$ cat config.mk
export PLATFORM = sky130hd
export DESIGN_NAME = csr_mtrap_unit
export DESIGN_NICKNAME = d
export VERILOG_FILES = /design/src/rtl/csr_pkg.sv /design/src/rtl/csr_counter64.sv /design/src/rtl/csr_mtrap_unit.sv
export SDC_FILE = /design/constraint.sdc
export NUM_CORES = 1
export LEC_CHECK = 0
export ABC_AREA = 1
export CAP_MARGIN = 10
export CORE_MARGIN = 5
export CORE_UTILIZATION = 55
export CTS_BUF_LIST = sky130_fd_sc_hd__clkbuf_2
export DETAILED_ROUTE_END_ITERATION = 8
export PLACE_DENSITY = 0.77
export SKIP_CTS_REPAIR_TIMING = 1
export SLEW_MARGIN = 20
export SYNTH_ARGS = -nofsm -noshare
export SYNTH_HDL_FRONTEND = slang
export SYNTH_SLANG_ARGS = --single-unit
$ cat constraint.sdc
create_clock -name clk_in -period 3.34 [get_ports clk_in]
set_input_delay 0.334 -clock clk_in [delete_from_list [all_inputs] [get_ports clk_in]]
set_output_delay 0.334 -clock clk_in [all_outputs]
set_load 0.05 [all_outputs]
$ cat src/rtl/csr_pkg.sv
// csr_pkg: shared definitions for the machine-mode CSR file and trap sequencer.
// Holds CSR addresses, access op encodings, interrupt cause codes, status/enable
// bit positions, the trap FSM state type and the mtvec mode legaliser.
package csr_pkg;

  localparam logic [11:0] CSR_MVENDORID = 12'hF11;
  localparam logic [11:0] CSR_MARCHID   = 12'hF12;
  localparam logic [11:0] CSR_MIMPID    = 12'hF13;
  localparam logic [11:0] CSR_MHARTID   = 12'hF14;
  localparam logic [11:0] CSR_MSTATUS   = 12'h300;
  localparam logic [11:0] CSR_MISA      = 12'h301;
  localparam logic [11:0] CSR_MIE       = 12'h304;
  localparam logic [11:0] CSR_MTVEC     = 12'h305;
  localparam logic [11:0] CSR_MSCRATCH  = 12'h340;
  localparam logic [11:0] CSR_MEPC      = 12'h341;
  localparam logic [11:0] CSR_MCAUSE    = 12'h342;
  localparam logic [11:0] CSR_MTVAL     = 12'h343;
  localparam logic [11:0] CSR_MIP       = 12'h344;
  localparam logic [11:0] CSR_MCYCLE    = 12'hB00;
  localparam logic [11:0] CSR_MINSTRET  = 12'hB02;
  localparam logic [11:0] CSR_MCYCLEH   = 12'hB80;
  localparam logic [11:0] CSR_MINSTRETH = 12'hB82;
  localparam logic [11:0] CSR_CYCLE     = 12'hC00;
  localparam logic [11:0] CSR_INSTRET   = 12'hC02;
  localparam logic [11:0] CSR_CYCLEH    = 12'hC80;
  localparam logic [11:0] CSR_INSTRETH  = 12'hC82;

  localparam logic [1:0] OP_RW = 2'b01;
  localparam logic [1:0] OP_RS = 2'b10;
  localparam logic [1:0] OP_RC = 2'b11;

  localparam logic [3:0] CAUSE_MSI = 4'd3;
  localparam logic [3:0] CAUSE_MTI = 4'd7;
  localparam logic [3:0] CAUSE_MEI = 4'd11;

  localparam int MSTATUS_MIE_BIT  = 3;
  localparam int MSTATUS_MPIE_BIT = 7;
  localparam int MIE_MSIE_BIT     = 3;
  localparam int MIE_MTIE_BIT     = 7;
  localparam int MIE_MEIE_BIT     = 11;

  typedef enum logic [1:0] {
    ST_IDLE       = 2'd0,
    ST_REDIRECT   = 2'd1,
    ST_FLUSH_WAIT = 2'd2
  } trap_state_e;

  // Only direct (0) and vectored (1) are supported; bit 1 of the mode field
  // is reserved and always stored as 0.
  function automatic logic [1:0] mtvec_mode_fix(input logic [1:0] mode);
    return {1'b0, mode[0]};
  endfunction

endpackage

$ cat src/rtl/csr_counter64.sv
// csr_counter64: 64-bit event counter with increment enable and independent
// 32-bit write ports for each half.
//   clk, rst_n       clock, async active-low reset
//   inc              count one event this cycle
//   wr_lo / wr_hi    software write of the low / high half
//   wdata_lo/hi      write data for each half
//   count            current value
// A software write to either half suppresses the increment for that cycle, so
// the written half takes the new value and the other half holds.
module csr_counter64 (
  input  logic        clk,
  input  logic        rst_n,
  input  logic        inc,
  input  logic        wr_lo,
  input  logic        wr_hi,
  input  logic [31:0] wdata_lo,
  input  logic [31:0] wdata_hi,
  output logic [63:0] count
);

  logic [63:0] count_inc;
  assign count_inc = count + 64'd1;

  always_ff @(posedge clk or negedge rst_n) begin
    if (!rst_n) begin
      count <= '0;
    end else if (wr_lo || wr_hi) begin
      if (wr_lo) count[31:0]  <= wdata_lo;
      if (wr_hi) count[63:32] <= wdata_hi;
    end else if (inc) begin
      count <= count_inc;
    end
  end

endmodule

$ cat src/rtl/csr_mtrap_unit.sv
// csr_mtrap_unit: machine-mode CSR file with interrupt entry / mret sequencing.
//   clk_in, rst_n_in            clock, async active-low reset
//   rdy_in                      global stall (0 freezes all state)
//   csr_req_in/addr/op/wen/wdata  CSR access from execute
//   csr_rdata_out               pre-write CSR value (0 if no access or illegal)
//   csr_illegal_out             unimplemented CSR or write to read-only CSR
//   csr_ready_out               CSR accesses accepted only while idle
//   retire_in, epc_in, mret_in  retirement info from the pipeline
//   irq_*_in                    level interrupt lines
//   redirect_valid/pc_out       one-cycle fetch redirect
//   flush_done_in               pipeline drained after a redirect
//
// state         | meaning
// ST_IDLE       | accepting CSR accesses, watching for mret / interrupts
// ST_REDIRECT   | redirect pulse on fetch for one cycle
// ST_FLUSH_WAIT | waiting for the pipeline to drain
module csr_mtrap_unit
  import csr_pkg::*;
#(
  parameter int unsigned     XLEN        = 32,
  parameter int unsigned     HART_ID     = 0,
  parameter logic [31:0]     MISA_VALUE  = 32'h4000_0100,
  parameter logic [XLEN-1:0] MTVEC_RESET = '0
) (
  input  logic            clk_in,
  input  logic            rst_n_in,
  input  logic            rdy_in,
  input  logic            csr_req_in,
  input  logic [11:0]     csr_addr_in,
  input  logic [1:0]      csr_op_in,
  input  logic            csr_wen_in,
  input  logic [XLEN-1:0] csr_wdata_in,
  output logic [XLEN-1:0] csr_rdata_out,
  output logic            csr_illegal_out,
  output logic            csr_ready_out,
  input  logic            retire_in,
  input  logic [XLEN-1:0] epc_in,
  input  logic            mret_in,
  input  logic            irq_mtip_in,
  input  logic            irq_msip_in,
  input  logic            irq_meip_in,
  output logic            redirect_valid_out,
  output logic [XLEN-1:0] redirect_pc_out,
  input  logic            flush_done_in
);

  localparam logic [11:0] CNT_HI_CYCLE   = (XLEN == 64) ? CSR_MCYCLE   : CSR_MCYCLEH;
  localparam logic [11:0] CNT_HI_INSTRET = (XLEN == 64) ? CSR_MINSTRET : CSR_MINSTRETH;
  localparam logic        HAS_HI         = (XLEN == 32);

  trap_state_e     state;
  logic            mstatus_mie, mstatus_mpie;
  logic [2:0]      mie_en;  // {MEIE, MTIE, MSIE}
  logic [XLEN-1:0] mtvec, mscratch, mepc, mcause, mtval;
  logic [63:0]     mcycle, minstret;

  logic            csr_active, known, read_only, write_attempt, csr_write;
  logic [XLEN-1:0] old_val, new_val, trap_vec, mtvec_base;
  logic [63:0]     new_val64;
  logic [31:0]     cnt_wdata_hi;
  logic [2:0]      pending;  // {MEI, MTI, MSI}
  logic [3:0]      irq_cause;
  logic            mret_go, irq_go;

  assign csr_ready_out = (state == ST_IDLE);
  // mret owns the cycle: a CSR access presented alongside it is dropped.
  assign csr_active    = csr_req_in && csr_ready_out && !mret_in;
  assign write_attempt = (csr_op_in == OP_RW) ||
                         (((csr_op_in == OP_RS) || (csr_op_in == OP_RC)) && csr_wen_in);

  always_comb begin
    known     = 1'b1;
    read_only = 1'b0;
    old_val   = '0;
    case (csr_addr_in)
      CSR_MVENDORID, CSR_MARCHID, CSR_MIMPID: read_only = 1'b1;
      CSR_MHARTID:   begin read_only = 1'b1; old_val = XLEN'(HART_ID); end
      CSR_MSTATUS:   old_val = XLEN'({2'b11, 3'b000, mstatus_mpie, 3'b000, mstatus_mie, 3'b000});
      CSR_MISA:      old_val = XLEN'(MISA_VALUE);
      CSR_MIE:       old_val = XLEN'({mie_en[2], 3'b000, mie_en[1], 3'b000, mie_en[0], 3'b000});
      CSR_MTVEC:     old_val = mtvec;
      CSR_MSCRATCH:  old_val = mscratch;
      CSR_MEPC:      old_val = mepc;
      CSR_MCAUSE:    old_val = mcause;
      CSR_MTVAL:     old_val = mtval;
      CSR_MIP: begin
        read_only = 1'b1;
        old_val   = XLEN'({irq_meip_in, 3'b000, irq_mtip_in, 3'b000, irq_msip_in, 3'b000});
      end
      CSR_MCYCLE:    old_val = XLEN'(mcycle);
      CSR_MINSTRET:  old_val = XLEN'(minstret);
      CSR_CYCLE:     begin read_only = 1'b1; old_val = XLEN'(mcycle); end
      CSR_INSTRET:   begin read_only = 1'b1; old_val = XLEN'(minstret); end
      CSR_MCYCLEH:   begin known = HAS_HI; old_val = HAS_HI ? XLEN'(mcycle[63:32]) : '0; end
      CSR_MINSTRETH: begin known = HAS_HI; old_val = HAS_HI ? XLEN'(minstret[63:32]) : '0; end
      CSR_CYCLEH: begin
        known = HAS_HI; read_only = 1'b1;
        old_val = HAS_HI ? XLEN'(mcycle[63:32]) : '0;
      end
      CSR_INSTRETH: begin
        known = HAS_HI; read_only = 1'b1;
        old_val = HAS_HI ? XLEN'(minstret[63:32]) : '0;
      end
      default:       known = 1'b0;
    endcase
  end

  assign csr_illegal_out = csr_active && (!known || (read_only && write_attempt));
  assign csr_rdata_out   = (csr_active && !csr_illegal_out) ? old_val : '0;
  assign csr_write       = csr_active && !csr_illegal_out && write_attempt && rdy_in;

  always_comb begin
    case (csr_op_in)
      OP_RW:   new_val = csr_wdata_in;
      OP_RS:   new_val = old_val | csr_wdata_in;
      default: new_val = old_val & ~csr_wdata_in;
    endcase
  end

  // XLEN=64 writes both halves from one access; XLEN=32 uses the separate high CSR.
  assign new_val64    = 64'(new_val);
  assign cnt_wdata_hi = (XLEN == 64) ? new_val64[63:32] : new_val64[31:0];

  csr_counter64 u_mcycle (
    .clk      (clk_in),
    .rst_n    (rst_n_in),
    .inc      (rdy_in),
    .wr_lo    (csr_write && (csr_addr_in == CSR_MCYCLE)),
    .wr_hi    (csr_write && (csr_addr_in == CNT_HI_CYCLE)),
    .wdata_lo (new_val64[31:0]),
    .wdata_hi (cnt_wdata_hi),
    .count    (mcycle)
  );

  csr_counter64 u_minstret (
    .clk      (clk_in),
    .rst_n    (rst_n_in),
    .inc      (rdy_in && retire_in),
    .wr_lo    (csr_write && (csr_addr_in == CSR_MINSTRET)),
    .wr_hi    (csr_write && (csr_addr_in == CNT_HI_INSTRET)),
    .wdata_lo (new_val64[31:0]),
    .wdata_hi (cnt_wdata_hi),
    .count    (minstret)
  );

  assign pending   = {irq_meip_in && mie_en[2], irq_mtip_in && mie_en[1], irq_msip_in && mie_en[0]};
  assign irq_cause = pending[2] ? CAUSE_MEI : (pending[0] ? CAUSE_MSI : CAUSE_MTI);
  assign mret_go   = rdy_in && csr_ready_out && mret_in;
  assign irq_go    = rdy_in && csr_ready_out && mstatus_mie && (pending != 3'b000) &&
                     !csr_req_in && !mret_in;

  assign mtvec_base = {mtvec[XLEN-1:2], 2'b00};
  assign trap_vec   = (mtvec[1:0] == 2'b01) ? mtvec_base + XLEN'({irq_cause, 2'b00}) : mtvec_base;

  always_ff @(posedge clk_in or negedge rst_n_in) begin
    if (!rst_n_in) begin
      mstatus_mie  <= 1'b0;
      mstatus_mpie <= 1'b0;
      mie_en       <= '0;
      mtvec        <= MTVEC_RESET;
      mscratch     <= '0;
      mepc         <= '0;
      mcause       <= '0;
      mtval        <= '0;
    end else if (rdy_in) begin
      if (mret_go) begin
        mstatus_mie  <= mstatus_mpie;
        mstatus_mpie <= 1'b1;
      end else if (irq_go) begin
        mepc         <= epc_in & ~XLEN'(3);
        mcause       <= {1'b1, (XLEN-1)'(irq_cause)};
        mtval        <= '0;
        mstatus_mpie <= mstatus_mie;
        mstatus_mie  <= 1'b0;
      end else if (csr_write) begin
        case (csr_addr_in)
          CSR_MSTATUS: begin
            mstatus_mie  <= new_val[MSTATUS_MIE_BIT];
            mstatus_mpie <= new_val[MSTATUS_MPIE_BIT];
          end
          CSR_MIE:      mie_en <= {new_val[MIE_MEIE_BIT], new_val[MIE_MTIE_BIT], new_val[MIE_MSIE_BIT]};
          CSR_MTVEC:    mtvec <= {new_val[XLEN-1:2], mtvec_mode_fix(new_val[1:0])};
          CSR_MSCRATCH: mscratch <= new_val;
          CSR_MEPC:     mepc <= new_val & ~XLEN'(3);
          CSR_MCAUSE:   mcause <= new_val;
          CSR_MTVAL:    mtval <= new_val;
          default: ;
        endcase
      end
    end
  end

  always_ff @(posedge clk_in or negedge rst_n_in) begin
    if (!rst_n_in) begin
      state              <= ST_IDLE;
      redirect_valid_out <= 1'b0;
      redirect_pc_out    <= '0;
    end else if (rdy_in) begin
      case (state)
        ST_IDLE: begin
          if (mret_go || irq_go) begin
            state              <= ST_REDIRECT;
            redirect_valid_out <= 1'b1;
            redirect_pc_out    <= mret_go ? mepc : trap_vec;
          end
        end
        ST_REDIRECT: begin
          state              <= ST_FLUSH_WAIT;
          redirect_valid_out <= 1'b0;
          redirect_pc_out    <= '0;
        end
        ST_FLUSH_WAIT: if (flush_done_in) state <= ST_IDLE;
        default: begin
          state              <= ST_IDLE;
          redirect_valid_out <= 1'b0;
          redirect_pc_out    <= '0;
        end
      endcase
    end
  end

endmodule

==> flow_metrics.env <==
export IMPL_die_area_mm2=0.04525
export IMPL_via_per_inst=5.912
export IMPL_clkPwrFrac=0.326
export IMPL_switching_share=0.3557
export IMPL_power_switching_w=0.003210
export IMPL_hold_path_class="in -> reg"
export IMPL_nets=4001
export IMPL_ios=156
export IMPL_post_route_drc_count=0
export IMPL_maxSlewViolCount=0
export IMPL_antenna_found_initial=2
export IMPL_clk_pin_slew_ps=110
export IMPL_htreeDepth=3
export IMPL_yosysWarningCount=0
export IMPL_totalWireLength_um=100000
export IMPL_syn_instance_count=3611
export IMPL_yosysSeqAreaShare=0.3576
export IMPL_synth_xor_area_share=0.05076
export IMPL_finalHoldViolations=1
export IMPL_yosys_register_bits=323
export IMPL_start_util=0.5549
export IMPL_crit_arrival_ps=3050
export IMPL_synthMuxAreaShare=0
export IMPL_gp_congestion=1.037
export IMPL_cp_start_kind="flip-flop"
export IMPL_fin_crit_ps=3383
export IMPL_drv_cap=0
export IMPL_fin_ws_ps=-43.43
export IMPL_ys_async_sr_fraction=1.000
export IMPL_internal_power_w=0.005814
export IMPL_p_leak_nw=14.12
export IMPL_violations="hold timing, setup timing"
export IMPL_r2r_setup_slack_ps=520
export IMPL_synth_simple_area_share=0.4423
export IMPL_status="finished, violations left"
export IMPL_cts_tree="done"
export IMPL_cp_end_kind="output port"
export IMPL_cts_buffers=89
export IMPL_irDropWorstVdd_uv=410.5
export IMPL_setup_viol=4
export IMPL_drt_iter0_markers=3690
export IMPL_synth_compound_area_share=0.07057
export IMPL_cp_max_fo=21
export IMPL_dpl_cell_area_mm2=0.02611
export IMPL_slew_headroom=0.3556
export IMPL_grt_overflow=0
export IMPL_die_w_um=212.7
export IMPL_grt_max_degree=89
export IMPL_max_freq_mhz=295.6
export IMPL_ys_types=46
export IMPL_clk_latency_ps=1110
export IMPL_first_pass_iters=6
export IMPL_fin_util=0.6696
export IMPL_die_h_um=212.7
export IMPL_synth_edff_count=0
export IMPL_cp_data_required_time_ps=3010
export IMPL_wl_per_cell_um=22.23
export IMPL_synth_adder_area_share=0.003875
export IMPL_dp_slack_ps=48.70
export IMPL_core_area_mm2=0.04074
export IMPL_seqPwrFrac=0.472
export IMPL_worst_pin_slew_ps=959.2
export IMPL_drive_above_1_share=0.1012
export IMPL_port_buffers=151
export IMPL_skew_ps=96.51
export IMPL_postLayoutCellArea_mm2=0.02728
export IMPL_p_comb_frac=0.202
export IMPL_power_w=0.009024
export IMPL_whs_ps=-5.917
export IMPL_min_period_over_period=1.013
export IMPL_synth_area_per_cell_um2=6.260
export IMPL_vias=26590
export IMPL_grtUsageTotal=0.4294
export IMPL_rsz0062_at_grt="true"
export IMPL_synth_top_family_by_area="simple AND/OR/NAND/NOR gates"
export IMPL_synthesis_area_mm2=0.02260
export IMPL_hpwl_um=75210
export IMPL_ctsLongestPathBuffers=3
export IMPL_grt_pass1_vias=24462
export IMPL_drt_antenna_violating_nets=0
export IMPL_grt_pass1_wl_um=146800
export IMPL_area_delta_synth_final_pct=20.69
export IMPL_crit_type="reg -> out"
export IMPL_synthFlopType="dfrtp_1"
export IMPL_root_buffer="clkbuf_2"
export IMPL_num_rows=74
export IMPL_power_density_mw_per_mm2=330.8
export IMPL_cts_num_sinks=323
[critical path, stage by stage (launching register included)]
cell	delay (ps)
dfrtp_1	480
nor4_2	350
buf_4	220
nand3_2	140
buf_6	210
a21oi_1	360
buf_12	190
[cell type report]
class                           instances  area [µm²]
Multi-Input combinational cell       2863       12940
Clock buffer                          130       650.6
Antenna cell                            2       5.005
Fill cell                            3680       13460
Tap cell                              532       665.6
Sequential cell                       323        8083
Clock inverter                         20       117.6
Inverter                              277        1040
Timing Repair Buffer                  351        3777
[routing by layer]
metal	global-route usage	up-vias	wire [µm]
li1	-	12104	-
met1	0.6105	12177	39690
met2	0.5991	1964	40200
met3	0.1431	345	14640
met4	0.1861	0	5466
met5	0	-	0
[cells by family (layout without fill, tap and decap cells)]
family | count (synthesis) | in the layout
AO/OA/AOI/OAI | 277 | 277
other | 1 | 4
buffers and inverters | 426 | 778
adder cells (fa/ha/maj) | 7 | 7
AND/OR/NAND/NOR | 2446 | 2446
flip-flops | 323 | 323
XOR/XNOR | 131 | 131
[flip-flops by register name, summed over array words and instances, names as in the netlist, 2 cells and up]
signal	count
mtval	32
mie_en	3
u_mcycle.count	64
mtvec	31
state	2
mcause	32
redirect_pc_out	30
mepc	30
u_minstret.count	64
mscratch	32
[stage by stage]
step	setup TNS, ps	instances
2_1_floorplan	0	3612
3_3_place_gp	0	4313
3_5_place_dp	0	4313
4_1_cts	-12.92	4463
5_1_grt	-1045	4498
6_report	-55.66	4498
[worst paths after layout]
check	endpoint	startpoint	cells after the start
hold / removal	mepc[20]$_DFFE_PN0P_	epc_in[20]	5
max in group asynchronous	u_mcycle.count[44]$_DFFE_PN0P_	rst_n_in	5
hold reg to reg	mscratch[29]$_DFFE_PN0P_	mscratch[29]$_DFFE_PN0P_	2
min in group asynchronous	mepc[26]$_DFFE_PN0P_	rst_n_in	4
setup reg to reg	u_minstret.count[53]$_DFFE_PN0P_	u_minstret.count[14]$_DFFE_PN0P_	13
setup / recovery	csr_rdata_out[22]	state[0]$_DFFE_PN0P_	6
[cells in the final DEF, fill, tap and decap left out, types with 93 or more instances in the layout]
cell	count
nor2_1	326
dfrtp_1	323
o21ai_0	150
clkbuf_2	130
nor3_1	93
clkdlybuf4s50_1	117
xor2_1	111
buf_4	140
nand2_1	1601
nand3_1	306
inv_1	265
[cell usage after synthesis (all sizes together), types with 4 or more instances]
library cell,n,share of area
clkinv,4,0.00066
nor2,342,0.058
o22ai,5,0.0014
buf,67,0.015
a22oi,4,0.0013
nor4,22,0.0061
nand2,1606,0.27
o221ai,4,0.0015
o21ai,179,0.041
or2,6,0.0017
clkbuf,82,0.014
o21bai,7,0.0027
xor2,111,0.043
xnor2,20,0.0077
nor3,94,0.021
nand3,308,0.069
nand4,63,0.018
ha,7,0.0039
a21oi,34,0.0079
dfrtp,323,0.36
inv,273,0.045
a31oi,6,0.0017
o211ai,31,0.010
[power by group through the flow]
stage          clock [W]  combinational [W]  sequential (W)
2_1_floorplan          0           0.000631         0.00464
3_3_place_gp           0            0.00172         0.00432
3_5_place_dp           0            0.00174         0.00432
4_1_cts          0.00295            0.00175         0.00425
5_1_grt          0.00316            0.00192         0.00428
6_report         0.00294            0.00182         0.00426
No activity file was read; power rests on OpenSTA's default activity.
